### src/rtl/ram_march_bist.sv
// Four-phase pattern self-test engine for a single-port synchronous RAM.
// Optional macro BIST_STOP_ON_FAIL_EN ends the run at the first mismatch.
module ram_march_bist #(
  parameter int unsigned       ADDR_W       = 8,
  parameter int unsigned       DATA_W       = 32,
  parameter logic [DATA_W-1:0] SEED         = DATA_W'(32'hA5A5_0000),
  parameter int unsigned       READ_LATENCY = 1,
  parameter int unsigned       CNT_W        = 16
) (
  input  logic              clk,
  input  logic              rst,
  input  logic              start,
  output logic              busy,
  output logic              done,
  output logic              pass,
  output logic [ADDR_W-1:0] fail_addr,
  output logic [DATA_W-1:0] fail_data,
  output logic [CNT_W-1:0]  err_count,
  output logic              ram_we,
  output logic [ADDR_W-1:0] ram_addr,
  output logic [DATA_W-1:0] ram_wdata,
  input  logic [DATA_W-1:0] ram_rdata
);

  localparam int unsigned LAT_W = 2;

  typedef enum logic [2:0] {IDLE, W0, R0, W1, R1, DRAIN0, DRAIN1, FIN} state_t;

  state_t            state;
  logic [LAT_W-1:0]  drain_cnt;
  logic              pipe_v    [READ_LATENCY];
  logic [ADDR_W-1:0] pipe_addr [READ_LATENCY];
  logic [DATA_W-1:0] pipe_exp  [READ_LATENCY];
  logic              mismatch_c;

  function automatic logic [DATA_W-1:0] pattern(input logic [ADDR_W-1:0] a);
    return SEED + DATA_W'(a);
  endfunction

  // Oldest pipeline entry lines up with the RAM word it requested
  always_comb begin
    mismatch_c = 1'b0;
    if (pipe_v[READ_LATENCY-1] && (ram_rdata != pipe_exp[READ_LATENCY-1]))
      mismatch_c = 1'b1;
  end

  always_ff @(posedge clk or posedge rst) begin
    if (rst) begin
      state     <= IDLE;
      drain_cnt <= '0;
      busy      <= 1'b0;
      done      <= 1'b0;
      pass      <= 1'b0;
      fail_addr <= '0;
      fail_data <= '0;
      err_count <= '0;
      ram_we    <= 1'b0;
      ram_addr  <= '0;
      ram_wdata <= '0;
      for (int i = 0; i < int'(READ_LATENCY); i++) begin
        pipe_v[i]    <= 1'b0;
        pipe_addr[i] <= '0;
        pipe_exp[i]  <= '0;
      end
    end else begin
      done <= 1'b0;

      for (int i = int'(READ_LATENCY) - 1; i > 0; i--) begin
        pipe_v[i]    <= pipe_v[i-1];
        pipe_addr[i] <= pipe_addr[i-1];
        pipe_exp[i]  <= pipe_exp[i-1];
      end
      pipe_v[0]    <= (state == R0) || (state == R1);
      pipe_addr[0] <= ram_addr;
      pipe_exp[0]  <= (state == R1) ? ~pattern(ram_addr) : pattern(ram_addr);

      if (mismatch_c) begin
        if (err_count != '1)
          err_count <= err_count + CNT_W'(1);
        if (err_count == '0) begin
          fail_addr <= pipe_addr[READ_LATENCY-1];
          fail_data <= ram_rdata;
        end
      end

      case (state)
        IDLE: begin
          if (start) begin
            state     <= W0;
            busy      <= 1'b1;
            ram_we    <= 1'b1;
            ram_addr  <= '0;
            ram_wdata <= pattern('0);
            err_count <= '0;
            fail_addr <= '0;
            fail_data <= '0;
            pass      <= 1'b0;
          end
        end
        W0, W1: begin
          if (&ram_addr) begin
            state    <= (state == W0) ? R0 : R1;
            ram_we   <= 1'b0;
            ram_addr <= '0;
          end else begin
            ram_addr  <= ram_addr + ADDR_W'(1);
            ram_wdata <= (state == W0) ? pattern(ram_addr + ADDR_W'(1))
                                       : ~pattern(ram_addr + ADDR_W'(1));
          end
        end
        R0, R1: begin
          if (&ram_addr) begin
            state     <= (state == R0) ? DRAIN0 : DRAIN1;
            ram_addr  <= '0;
            drain_cnt <= '0;
          end else begin
            ram_addr <= ram_addr + ADDR_W'(1);
          end
        end
        DRAIN0: begin
          if (drain_cnt == LAT_W'(READ_LATENCY - 1)) begin
            state     <= W1;
            ram_we    <= 1'b1;
            ram_addr  <= '0;
            ram_wdata <= ~pattern('0);
          end else begin
            drain_cnt <= drain_cnt + LAT_W'(1);
          end
        end
        DRAIN1: begin
          if (drain_cnt == LAT_W'(READ_LATENCY - 1)) begin
            state <= FIN;
            busy  <= 1'b0;
            done  <= 1'b1;
            pass  <= (err_count == '0) && !mismatch_c;
          end else begin
            drain_cnt <= drain_cnt + LAT_W'(1);
          end
        end
        FIN:     state <= IDLE;
        default: state <= IDLE;
      endcase

`ifdef BIST_STOP_ON_FAIL_EN
      // Abort: discard younger reads and finish on this edge
      if (mismatch_c && busy) begin
        state  <= FIN;
        busy   <= 1'b0;
        done   <= 1'b1;
        pass   <= 1'b0;
        ram_we <= 1'b0;
        for (int i = 0; i < int'(READ_LATENCY); i++)
          pipe_v[i] <= 1'b0;
      end
`endif
    end
  end

endmodule

### config.mk
export PLATFORM = sky130hd
export DESIGN_NAME = ram_march_bist
export DESIGN_NICKNAME = d
export VERILOG_FILES = /design/src/rtl/ram_march_bist.sv
export SDC_FILE = /design/constraint.sdc
export NUM_CORES = 1
export LEC_CHECK = 0
export CAP_MARGIN = 20
export CORE_MARGIN = 1
export CORE_UTILIZATION = 55
export CTS_CLUSTER_SIZE = 16
export DETAILED_ROUTE_END_ITERATION = 7
export DONT_BUFFER_PORTS = 1
export PLACE_DENSITY_LB_ADDON = 0.08
export SYNTH_ARGS = -nofsm -noshare
export SYNTH_HDL_FRONTEND = slang
export SYNTH_SLANG_ARGS = --single-unit
### constraint.sdc
create_clock -name clk -period 3.8 [get_ports clk]
set_clock_uncertainty 0.15 [all_clocks]
set_input_delay 0.76 -clock clk [delete_from_list [all_inputs] [get_ports clk]]
set_output_delay 0.76 -clock clk [all_outputs]
set_load 0.005 [all_outputs]
==> out/metrics.yaml <==
outcome: "finished with violations"
violations: "design-rule violations"
finalSetupViolations: 0
cts_num_sinks: 102
end_kind: "register"
arrival_ns: 2.84
p_clk_share_pct: 23.6
power.share.combinational_pct: 20.9
synthXorXnorAreaFrac_pct: 4.46
ys_seq_elements: 102
hp-class: "input port to async pin"
hpwl_um: 7420
post_cts_buffers: 0
crit_type: "input port to register"
synth-compound-area-share_pct: 9.97
syn_nets: 551
gp_congestion: 0.880
path_clk_slew_ns: 0.11
hold_viol_final: 0
clock-root-buffer: "clkbuf_8"
max_slew_margin_pct: 43.2
vias: 3711
final_cell_mix: "dfrtp_1 (102), nor2_1 (63), mux2i_1 (44)"
synthAdderAreaFrac_pct: 0.979
num_rows: 34
num_io_pins: 135
drt-pass1-iter-count: 7
p_int_uw: 1840
synthFlopType: "dfrtp_1"
grt_pass1_wl_um: 17800
leakage_uw: 0.00258
max_freq_ghz: 0.360
cp_max_fo: 32
grt_remaining_overflow: 0
stdcell_area_um2: 5210
yosysTopAreaCell: "dfrtp_1"
final_antenna_net_count: 0
synthesis.area_um2: 5110
critPathRequiredTime_ns: 3.87
antenna_cells: 0
slew_viol_final: 0
layout_commonest_cell: "dfrtp_1"
synth_enable_flop_cells: 0
io_buffers: 0
first_iter_violations: 185
syn_to_final_growth_pct: 2.01
timing.rr.end: "ram_wdata[7]"
powerDensity_nw_per_um2: 541
antenna_found_initial: 0
finalCriticalPeriod_ns: 2.78
ff_latch_area_um2: 2550
seq_power_share_pct: 55.5
p_sw_share_pct: 34.6
drt-total-wl_um: 10700
synth_mux_area_share_pct: 9.28
ir_worst_vdd_v: 0.000301
placed_area_um2: 5020
die_w_um: 98.4
fp.dieH_um: 98.4
layout.nets: 522
multi_input_area_um2: 2180
start_util_pct: 57.7
ys_seq_area_share_pct: 50.0
cts_buffers: 9
cts-resized-gates: 0
drc: 11
grt_pass1_vias: 3485
crit_path_start_kind: "input port"
synth_top_family_by_area: "simple AND/OR/NAND/NOR gates"
p_switching_uw: 976
avgRoutedWirePerCell_um: 18.0
grtUsageTotal_pct: 23.0
drive_above_1_share_pct: 7.58
cap_viol_max_count: 0
clkLatencyLatePin_ns: 0.36
tightestPinTransition_ns: 0.848
fin_crit_sh_pct: 73.1
viasPerCell: 6.23
synth_area_per_cell_um2: 9.98
synth_cell_types: 53
tritoncts: "yes"
dieArea_um2: 9680
fill_cells: 774
grt_max_degree: 53
core_um2: 8850
yosys.area_share.simple_pct: 17.9
cts_hold_buffers: 0
async_flop_share_pct: 100
yosysWarnings: 0
netlist_instances: 512
rsz0062_at_grt: "no"
yosysTopAreaCellShare_pct: 50.0
r2r-start: "state[2]"
synth.area.top_cells: "dfrtp_1 (50%), mux2i_1 (8.6%), nor2_1 (4.6%)"
r2r_cells: 6
rrSetupSlack_ns: 1.22
cts_max_path_buffers: 2
finalSetupTns_ns: 0
h-tree-depth: 3
## how the worst max path moves through the flow
stage | endpoint | slack, ns | cells after the start | from
after CTS | fail_addr[2] | 1.02 | 7 | ram_rdata[21]
after detailed placement | fail_data[3] | 0.63 | 7 | ram_rdata[21]
after global placement | fail_addr[5] | 0.70 | 7 | ram_rdata[21]
final | fail_addr[2] | 1.02 | 7 | ram_rdata[21]
after floorplan | busy | 0.21 | 1 | rst
after global routing | fail_data[1] | 0.89 | 7 | ram_rdata[20]
## registers in the layout, summed over array words and instances, names as in the netlist, 2 cells and up
name,cells
ram_wdata,10
err_count,16
state,3
pipe_exp,10
ram_addr,8
fail_data,32
fail_addr,8
drain_cnt,2
pipe_addr,8
## per-stage QoR
| stage | hold WS [ns] | worst slack (ns) | util, % | cells | total power [µW] |
|---|---|---|---|---|---|
| 3_3_place_gp | 0.320 | 0.701 | 56.7 | 580 | 2160 |
| 6_report | 0.187 | 1.02 | 58.9 | 596 | 2820 |
| 3_5_place_dp | 0.327 | 0.634 | 56.7 | 580 | 2190 |
| 5_1_grt | 0.223 | 0.888 | 58.9 | 596 | 3000 |
| 2_1_floorplan | 0.244 | 0.215 | - | 512 | 2090 |
| 4_1_cts | 0.211 | 1.02 | 58.9 | 596 | 2840 |
## cell usage after synthesis (2+ instances only)
cell,instances
buf_1,4
ha_1,4
nor2_1,63
o41ai_1,2
o21ai_1,3
xor2_1,21
nand4_1,12
or4_1,4
nor3_1,11
o22ai_1,3
or4_2,3
a31oi_1,6
a21oi_1,16
nand4b_1,2
a221oi_1,2
xnor2_1,5
a22oi_1,2
nand2_1,36
and2_1,4
o211ai_1,2
buf_8,4
nor2b_1,5
o31ai_1,3
mux2_2,3
nor4_1,8
mux2i_1,44
o21ai_0,25
a211oi_1,3
and3_1,6
o21a_1,3
clkbuf_1,16
and4_1,3
nand3_1,22
inv_1,17
buf_4,22
dfrtp_1,102
a311oi_1,2
or3_1,4
## worst max-delay path, cell delays in order
cell	delay (ns)
or4_1	0.51
nor4_1	0.27
o22ai_1	0.24
o211ai_4	0.47
buf_12	0.30
mux2i_1	0.22
nor2_1	0.06
## kinds of logic (layout without fill, tap and decap cells)
kind of cell | Yosys count | in the layout
simple gates | 188 | 188
flops | 102 | 102
compound gates | 80 | 80
buf+inv | 65 | 41
mux | 47 | 47
xor+xnor | 26 | 26
fa+ha+maj | 4 | 4
## power by group through the flow
stage	Sequential, µW	Clock (µW)	Combinational (µW)
detailed placement	1590	0	593
CTS	1570	677	597
global placement	1590	0	573
finish	1570	665	590
global route	1600	718	680
floorplan	1480	0	601
## final cells by class
cell class	count	area share, %
clock buffers	10	2.64
clock inverters	6	1.06
inverters	18	1.34
multi-input cells	345	41.9
flip-flops and latches	102	49.0
well taps	108	2.59
repair buffers	7	1.49
## routing by layer
metal	track usage [%]	vias to the layer above	share of wire, %
li1	-	1720	-
met1	31.7	1854	44
met2	36.3	121	47
met3	5.23	16	6.6
met4	7.46	0	1.5
met5	0	-	0
Power figures use the tool's default switching activity.
